## config.mk

```make
export PLATFORM = sky130hd
export DESIGN_NAME = dram_port_arbiter
export DESIGN_NICKNAME = d
export VERILOG_FILES = /design/src/rtl/dram_arb_pkg.sv /design/src/rtl/dram_arb_tag_fifo.sv /design/src/rtl/dram_port_arbiter.sv
export SDC_FILE = /design/constraint.sdc
export NUM_CORES = 1
export LEC_CHECK = 0
export CAP_MARGIN = 20
export CORE_AREA = 2 2 329 331
export CTS_CLUSTER_DIAMETER = 120
export DETAILED_ROUTE_END_ITERATION = 8
export DIE_AREA = 0 0 331 333
export PLACE_DENSITY_LB_ADDON = 0.15
export SKIP_CTS_REPAIR_TIMING = 1
export SLEW_MARGIN = 20
export SYNTH_ARGS = -nofsm -noshare
export SYNTH_HDL_FRONTEND = slang
export SYNTH_SLANG_ARGS = --single-unit
```

## constraint.sdc

```tcl
create_clock -name clock -period 6.7 [get_ports clock]
set_input_delay 1.34 -clock clock [delete_from_list [all_inputs] [get_ports clock]]
set_output_delay 1.34 -clock clock [all_outputs]
set_load 0.01 [all_outputs]
```

## src/rtl/dram_arb_pkg.sv

```systemverilog
// Shared types and constants for the DRAM port arbiter: controller state
// encoding, default parameter values and the tag-width helper.
package dram_arb_pkg;

    typedef enum logic [1:0] {
        ST_WAIT_CALIB = 2'd0,
        ST_IDLE       = 2'd1,
        ST_ISSUE      = 2'd2
    } arb_state_e;

    localparam int DEF_NUM_PORTS  = 2;
    localparam int DEF_ADDR_WIDTH = 27;
    localparam int DEF_DATA_WIDTH = 128;
    localparam int DEF_MASK_WIDTH = 16;
    localparam int DEF_TAG_DEPTH  = 4;

    // Bits needed to name a port index; never narrower than one bit.
    function automatic int tag_width(input int num_ports);
        int w;
        w = 1;
        while ((32'sd1 << w) < num_ports) begin
            w = w + 1;
        end
        return w;
    endfunction

endpackage

```

## src/rtl/dram_arb_tag_fifo.sv

```systemverilog
// Read-tag FIFO: remembers which port issued each outstanding read so the
// in-order read data can be steered back. Head entry is visible on pop_data.
module dram_arb_tag_fifo #(
    parameter int DEPTH = 4,
    parameter int WIDTH = 1
) (
    input  logic             clock,
    input  logic             resetn,
    input  logic             push,
    input  logic [WIDTH-1:0] push_data,
    input  logic             pop,
    output logic [WIDTH-1:0] pop_data,
    output logic             full,
    output logic             empty
);

    localparam int PW = $clog2(DEPTH);

    logic [WIDTH-1:0] mem_r [DEPTH];
    logic [PW:0]      wr_ptr_r;
    logic [PW:0]      rd_ptr_r;
    logic             do_push_s;
    logic             do_pop_s;

    // Extra pointer bit distinguishes full from empty when the indices match.
    assign empty     = (wr_ptr_r == rd_ptr_r);
    assign full      = (wr_ptr_r[PW] != rd_ptr_r[PW]) &&
                       (wr_ptr_r[PW-1:0] == rd_ptr_r[PW-1:0]);
    assign do_pop_s  = pop && !empty;
    assign do_push_s = push && (!full || do_pop_s);
    assign pop_data  = mem_r[rd_ptr_r[PW-1:0]];

    // Pointer and storage update.
    always_ff @(posedge clock or negedge resetn) begin
        if (!resetn) begin
            wr_ptr_r <= {(PW+1){1'b0}};
            rd_ptr_r <= {(PW+1){1'b0}};
            for (int i = 0; i < DEPTH; i++) begin
                mem_r[i] <= {WIDTH{1'b0}};
            end
        end else begin
            if (do_push_s) begin
                mem_r[wr_ptr_r[PW-1:0]] <= push_data;
                wr_ptr_r <= wr_ptr_r + {{PW{1'b0}}, 1'b1};
            end
            if (do_pop_s) begin
                rd_ptr_r <= rd_ptr_r + {{PW{1'b0}}, 1'b1};
            end
        end
    end

endmodule

```

## src/rtl/dram_port_arbiter.sv

```systemverilog
// Round-robin arbiter sharing one DRAM controller command port among several
// clients, with in-order read return steering. DRAM_ARB_PERF_EN adds counters.
module dram_port_arbiter
    import dram_arb_pkg::*;
#(
    parameter int NUM_PORTS  = DEF_NUM_PORTS,
    parameter int ADDR_WIDTH = DEF_ADDR_WIDTH,
    parameter int DATA_WIDTH = DEF_DATA_WIDTH,
    parameter int MASK_WIDTH = DEF_MASK_WIDTH,
    parameter int TAG_DEPTH  = DEF_TAG_DEPTH
) (
    input  logic                            clock,
    input  logic                            resetn,
    input  logic [NUM_PORTS-1:0]            port_ren,
    input  logic [NUM_PORTS-1:0]            port_wen,
    input  logic [NUM_PORTS*ADDR_WIDTH-1:0] port_addr,
    input  logic [NUM_PORTS*DATA_WIDTH-1:0] port_wdata,
    input  logic [NUM_PORTS*MASK_WIDTH-1:0] port_wmask,
    output logic [NUM_PORTS-1:0]            port_ready,
    output logic [DATA_WIDTH-1:0]           port_rdata,
    output logic [NUM_PORTS-1:0]            port_rdata_valid,
    output logic                            dram_ren,
    output logic                            dram_wen,
    output logic [ADDR_WIDTH-1:0]           dram_addr,
    output logic [DATA_WIDTH-1:0]           dram_wdata,
    output logic [MASK_WIDTH-1:0]           dram_wmask,
    input  logic                            dram_busy,
    input  logic                            dram_init_calib_complete,
    input  logic [DATA_WIDTH-1:0]           dram_rdata,
    input  logic                            dram_rdata_valid,
    output logic                            err_orphan,
    output logic [NUM_PORTS*32-1:0]         perf_count
);

    localparam int TW = tag_width(NUM_PORTS);

    arb_state_e            state_r;
    arb_state_e            state_nxt_s;
    logic [TW-1:0]         prio_r;
    logic [TW-1:0]         grant_idx_s;
    logic                  grant_vld_s;
    logic                  grant_wr_s;
    logic                  accept_s;
    logic [NUM_PORTS-1:0]  eligible_s;
    logic [ADDR_WIDTH-1:0] sel_addr_s;
    logic [DATA_WIDTH-1:0] sel_wdata_s;
    logic [MASK_WIDTH-1:0] sel_wmask_s;
    logic                  fifo_full_s;
    logic                  fifo_empty_s;
    logic                  fifo_pop_s;
    logic [TW-1:0]         fifo_head_s;

    function automatic int wrap_idx(input int base, input int off);
        int s;
        s = base + off;
        return (s >= NUM_PORTS) ? (s - NUM_PORTS) : s;
    endfunction

    // A read cannot be granted without a free tag slot; writes always can.
    assign eligible_s = port_wen | (port_ren & {NUM_PORTS{~fifo_full_s}});

    // Round-robin search starting at the port after the last grant.
    always_comb begin
        grant_vld_s = 1'b0;
        grant_idx_s = {TW{1'b0}};
        for (int k = 0; k < NUM_PORTS; k++) begin
            if (!grant_vld_s && eligible_s[wrap_idx(int'(prio_r), k)]) begin
                grant_vld_s = 1'b1;
                grant_idx_s = TW'(wrap_idx(int'(prio_r), k));
            end else begin
                grant_vld_s = grant_vld_s;
            end
        end
    end

    assign accept_s   = (state_r == ST_IDLE) && dram_init_calib_complete && grant_vld_s;
    assign grant_wr_s = port_wen[grant_idx_s];

    // Ready strobe for the single granted port.
    always_comb begin
        port_ready = {NUM_PORTS{1'b0}};
        if (accept_s) begin
            port_ready[grant_idx_s] = 1'b1;
        end else begin
            port_ready = {NUM_PORTS{1'b0}};
        end
    end

    // Payload of the granted port.
    always_comb begin
        sel_addr_s  = {ADDR_WIDTH{1'b0}};
        sel_wdata_s = {DATA_WIDTH{1'b0}};
        sel_wmask_s = {MASK_WIDTH{1'b0}};
        for (int i = 0; i < NUM_PORTS; i++) begin
            if (int'(grant_idx_s) == i) begin
                sel_addr_s  = port_addr[i*ADDR_WIDTH +: ADDR_WIDTH];
                sel_wdata_s = port_wdata[i*DATA_WIDTH +: DATA_WIDTH];
                sel_wmask_s = port_wmask[i*MASK_WIDTH +: MASK_WIDTH];
            end else begin
                sel_addr_s  = sel_addr_s;
            end
        end
    end

    // Next-state logic; losing calibration only takes effect outside ISSUE.
    always_comb begin
        state_nxt_s = state_r;
        case (state_r)
            ST_WAIT_CALIB: begin
                if (dram_init_calib_complete) begin
                    state_nxt_s = ST_IDLE;
                end else begin
                    state_nxt_s = ST_WAIT_CALIB;
                end
            end
            ST_IDLE: begin
                if (!dram_init_calib_complete) begin
                    state_nxt_s = ST_WAIT_CALIB;
                end else if (accept_s) begin
                    state_nxt_s = ST_ISSUE;
                end else begin
                    state_nxt_s = ST_IDLE;
                end
            end
            ST_ISSUE: begin
                if (dram_busy) begin
                    state_nxt_s = ST_ISSUE;
                end else if (dram_init_calib_complete) begin
                    state_nxt_s = ST_IDLE;
                end else begin
                    state_nxt_s = ST_WAIT_CALIB;
                end
            end
            default: state_nxt_s = ST_WAIT_CALIB;
        endcase
    end

    // State register.
    always_ff @(posedge clock or negedge resetn) begin
        if (!resetn) begin
            state_r <= ST_WAIT_CALIB;
        end else begin
            state_r <= state_nxt_s;
        end
    end

    // Round-robin pointer advances past each accepted port.
    always_ff @(posedge clock or negedge resetn) begin
        if (!resetn) begin
            prio_r <= {TW{1'b0}};
        end else if (accept_s) begin
            prio_r <= (grant_idx_s == TW'(NUM_PORTS - 1)) ? {TW{1'b0}}
                                                          : grant_idx_s + {{(TW-1){1'b0}}, 1'b1};
        end
    end

    // Command register: a request with both enables set is issued as a write.
    always_ff @(posedge clock or negedge resetn) begin
        if (!resetn) begin
            dram_ren   <= 1'b0;
            dram_wen   <= 1'b0;
            dram_addr  <= {ADDR_WIDTH{1'b0}};
            dram_wdata <= {DATA_WIDTH{1'b0}};
            dram_wmask <= {MASK_WIDTH{1'b0}};
        end else if (accept_s) begin
            dram_ren   <= ~grant_wr_s;
            dram_wen   <= grant_wr_s;
            dram_addr  <= sel_addr_s;
            dram_wdata <= sel_wdata_s;
            dram_wmask <= sel_wmask_s;
        end else if ((state_r == ST_ISSUE) && !dram_busy) begin
            dram_ren   <= 1'b0;
            dram_wen   <= 1'b0;
        end
    end

    dram_arb_tag_fifo #(
        .DEPTH (TAG_DEPTH),
        .WIDTH (TW)
    ) u_tag_fifo (
        .clock     (clock),
        .resetn    (resetn),
        .push      (accept_s && !grant_wr_s),
        .push_data (grant_idx_s),
        .pop       (dram_rdata_valid),
        .pop_data  (fifo_head_s),
        .full      (fifo_full_s),
        .empty     (fifo_empty_s)
    );

    assign fifo_pop_s = dram_rdata_valid && !fifo_empty_s;
    assign port_rdata = fifo_pop_s ? dram_rdata : {DATA_WIDTH{1'b0}};

    // Return strobe to the port at the head of the tag FIFO.
    always_comb begin
        port_rdata_valid = {NUM_PORTS{1'b0}};
        if (fifo_pop_s) begin
            port_rdata_valid[fifo_head_s] = 1'b1;
        end else begin
            port_rdata_valid = {NUM_PORTS{1'b0}};
        end
    end

    // Sticky flag for read data that arrives with no outstanding tag.
    always_ff @(posedge clock or negedge resetn) begin
        if (!resetn) begin
            err_orphan <= 1'b0;
        end else if (dram_rdata_valid && fifo_empty_s) begin
            err_orphan <= 1'b1;
        end
    end

`ifdef DRAM_ARB_PERF_EN
    logic [31:0] perf_cnt_r [NUM_PORTS];

    // Saturating per-port accepted-command counters.
    always_ff @(posedge clock or negedge resetn) begin
        if (!resetn) begin
            for (int i = 0; i < NUM_PORTS; i++) begin
                perf_cnt_r[i] <= 32'd0;
            end
        end else if (accept_s) begin
            for (int i = 0; i < NUM_PORTS; i++) begin
                if ((int'(grant_idx_s) == i) && (perf_cnt_r[i] != 32'hFFFF_FFFF)) begin
                    perf_cnt_r[i] <= perf_cnt_r[i] + 32'd1;
                end
            end
        end
    end

    // Pack counters onto the flat output bus.
    always_comb begin
        perf_count = {(NUM_PORTS*32){1'b0}};
        for (int i = 0; i < NUM_PORTS; i++) begin
            perf_count[i*32 +: 32] = perf_cnt_r[i];
        end
    end
`else
    assign perf_count = {(NUM_PORTS*32){1'b0}};
`endif

endmodule

```

==> summary.txt <==
Yosys
  • Syn avg cell area: 9.71 µm²
  • Synthesis-stage register bit count: 187
  • Yosys top cell area share: 0.463
  • Post-synth EDFFs: 0
  • Post-synth cell types: 40
  • Post-synthesis sequential area ratio: 0.463
  • Top cell type by total area after synthesis: dfrtp_1
  • Synthesis Warnings: 0
  • Gate Count Post-Synth: 1041
  • Top FF cell, synth: dfrtp_1
  • Synth area leaders: dfrtp_1 (46%), mux2i_1 (17%), o21ai_1 (8.9%), and2_1 (8.1%), nand2_1 (6.6%)
  • Async SR Flop Fraction: 1.00
  • Mapped cell area: 0.0101 mm²

Setup path
  • Worst r2r src: u_tag_fifo.rd_ptr_r[0]
  • Crit path to: port_rdata[94]
  • Critical path's most frequent cell: clkdlybuf4s50_1
  • Stages on the worst setup path: 5
  • CP arrival: 3.65 ns
  • CP max stage cell: a21boi_4
  • Critical path's top delay family: buffers and inverters
  • R2R Setup Slk: 3.06 ns
  • Worst-path fanout max: 100
  • Reg2reg end: dram_addr[0]
  • Critical Path Sink Type: output pin
  • Cells on worst reg2reg path: 7
  • Critical path class: in2out
  • Critical path, cell by cell: clkdlybuf4s50_1 -> a21boi_4 -> buf_12 -> and2_1 -> clkdlybuf4s50_1
  • CP Launch Point: dram_rdata_valid
  • Worst EP required: 5.36 ns
  • Critical Path Source Type: primary input
  • Max stage delay on crit path: 0.63 ns
  • Crit path buf inv count: 3

Power
  • Maximum VDD drop: 146 µV
  • LEAKAGE: 0.00812 µW
  • PwrDens: 361 mW/mm²

Cells and area
  • Share of cells above drive strength 1: 0.0290
  • Layout net count: 2262
  • Fillers: 11840
  • Seq. cell area: 0.00468 mm²
  • Fin area: 0.0199 mm²
  • Multi-input gate area: 0.00480 mm²
  • Area Growth Syn to Fin: 96.5%

Place
  • Buffers on Ports: 784
  • Placed Instance Area: 0.0192 mm²
  • Dpl hpwl: 46200 µm
  • Placer Congestion: 0.932

GRT
  • Number of global-route vias before repair: 10381
  • Global-route wire length before repair: 76900 µm
  • GR Util met2: 0.165
  • Met3 global-route usage: 0.0500
  • Routing usage on met1: 0.110
  • GR Overflow Total: 0
  • GR peak layer: met2
  • Gr usage total: 0.0988
  • Initial antenna violation count: 12
  • Largest net degree at the start of global routing: 182

STA
  • Endpoints failing hold: 0
  • Setup total negative slack: 0 ns
  • Final Critical Period: 4.99 ns
  • Actual slew at the worst max-slew pin: 1.07 ns
  • Slew HR: 0.290
  • Fmax: 200 MHz
  • Count of final max-slew check failures: 0
  • RSZ-0062 raised after global routing: no
  • # setup viols final: 0
  • Worst clock skew: 0.0204 ns
  • Tcrit/Tclk final: 0.745

Floorplanning
  • Die area: 0.110 mm²
  • FP Rows: 120
  • Die Y: 333 µm
  • Die width: 331 µm
  • Initial Util: 0.0948
  • Core box area: 0.107 mm²
  • Io pins: 849

Clock tree
  • Root Buffer: clkbuf_16
  • CTS tree: done
  • Clk buf depth: 2
  • Worst-Skew Late Latency: 0.51 ns
  • Htree depth: 4
  • CTS sink count: 187
  • Clock-pin slew on the worst setup and hold paths: 0.09 ns
  • Inserted Clock Buffers: 17

Route
  • Avg WL per Cell: 17.6 µm
  • Initial DRC count: 373
  • Via count: 9861
  • # DRC: 6
  • ANT nets after route: 0
  • Final WL: 56300 µm
  • Pre-antenna DRT Iters: 6
  • Vias per inst: 3.08

Min path
  • Hold WC Path Type: reg2reg
  • HP Start: err_orphan

Job
  • Max cap viols: 0

Outcome
  • Failing checks: DRC
  • Status: finished with violations
cell usage in the layout, fill, tap and decap left out, types with 2 or more instances in the layout:
cell,Yosys,layout
a21oi_1,4,4
clkbuf_8,0,3
mux2i_1,171,171
diode_2,0,8
buf_12,0,4
a31oi_1,6,6
conb_1,1,64
inv_8,0,3
inv_1,5,5
clkdlybuf4s50_1,0,783
ha_1,5,5
and2_1,131,131
o21ai_1,179,179
clkbuf_16,0,17
nand2_1,179,179
xor2_1,2,2
inv_6,0,5
nor2_1,5,5
xnor2_1,5,5
clkinv_4,0,2
buf_4,81,4
bufinv_16,0,2
dfrtp_1,187,187
stage by stage:
stage | util | total power (µW) | setup slack, ns | hold WS [ns] | std cells
6_report | 0.186 | 7170 | 1.71 | 0.476 | 3202
5_1_grt | 0.186 | 7740 | 1.52 | 0.511 | 3197
4_1_cts | 0.186 | 7380 | 1.68 | 0.482 | 3194
3_5_place_dp | 0.180 | 6150 | 1.70 | 0.460 | 3162
3_3_place_gp | 0.180 | 6140 | 1.76 | 0.459 | 3162
2_1_floorplan | - | 3790 | 2.69 | 0.454 | 1104
cells by family after synthesis:
group,after synthesis,synth area share
DFF,187,0.463
AOI/OAI and AO/OA,200,0.105
xor gates and xnor gates,8,0.00768
muxes,174,0.174
other,1,0.000371
buffers and inverters,142,0.0878
adders and majority gates,5,0.00619
and+or+nand+nor,324,0.156
worst register-to-register path, cell delays in order, from the launching register on:
cell and delay, ns:
dfrtp_1 0.46, xnor2_1 0.49, a31oi_1 0.22, o21bai_4 0.20, buf_4 0.61, buf_4 0.82, mux2i_1 0.60, o21ai_1 0.10
area by class of cell:
type	count	share of cell area
timing repair buffer	792	0.401
tap	1403	0.0884
sequential	187	0.236
clock inverter	13	0.00863
inverter	5	0.000945
clock buffer	19	0.0228
antenna	8	0.00101
multi-input combinational	775	0.242
worst min-delay path by stage:
stage,end,slack (ns),cells past startpoint
4_1_cts,err_orphan,0.48,1
3_5_place_dp,err_orphan,0.46,1
6_report,err_orphan,0.48,1
2_1_floorplan,state_r[1],0.45,1
5_1_grt,err_orphan,0.51,1
3_3_place_gp,err_orphan,0.46,1
sequential cells by signal, indices dropped and copies added (netlist names):
| name | count |
|---|---|
| u_tag_fifo.mem_r | 4 |
| dram_wmask | 16 |
| state_r | 2 |
| u_tag_fifo.wr_ptr_r | 3 |
| err_orphan | 1 |
| dram_addr | 27 |
| dram_wdata | 128 |
| dram_ren | 1 |
| prio_r | 1 |
| u_tag_fifo.rd_ptr_r | 3 |
| dram_wen | 1 |
layer usage:
metal  wire (µm)  up-vias
met1       21900     4490
met3        6350       40
li1            -     4843
met2       27100      478
met4         813       10
met5          57        -
cells in the mapped netlist (all sizes together), types with 5 or more instances:
| library cell | number |
|---|---|
| inv | 5 |
| a31oi | 7 |
| mux2i | 171 |
| nor2 | 6 |
| buf | 106 |
| o21ai | 179 |
| dfrtp | 187 |
| ha | 5 |
| clkbuf | 31 |
| and2 | 131 |
| xnor2 | 5 |
| nand2 | 179 |
power by group:
group          internal (µW)  switching [µW]  leakage [µW]
combinational           2120            1920       0.00550
sequential              1680             308       0.00230
clock                    588             559      0.000308
total                   4390            2780       0.00812
(Power assumes the default switching activity.)
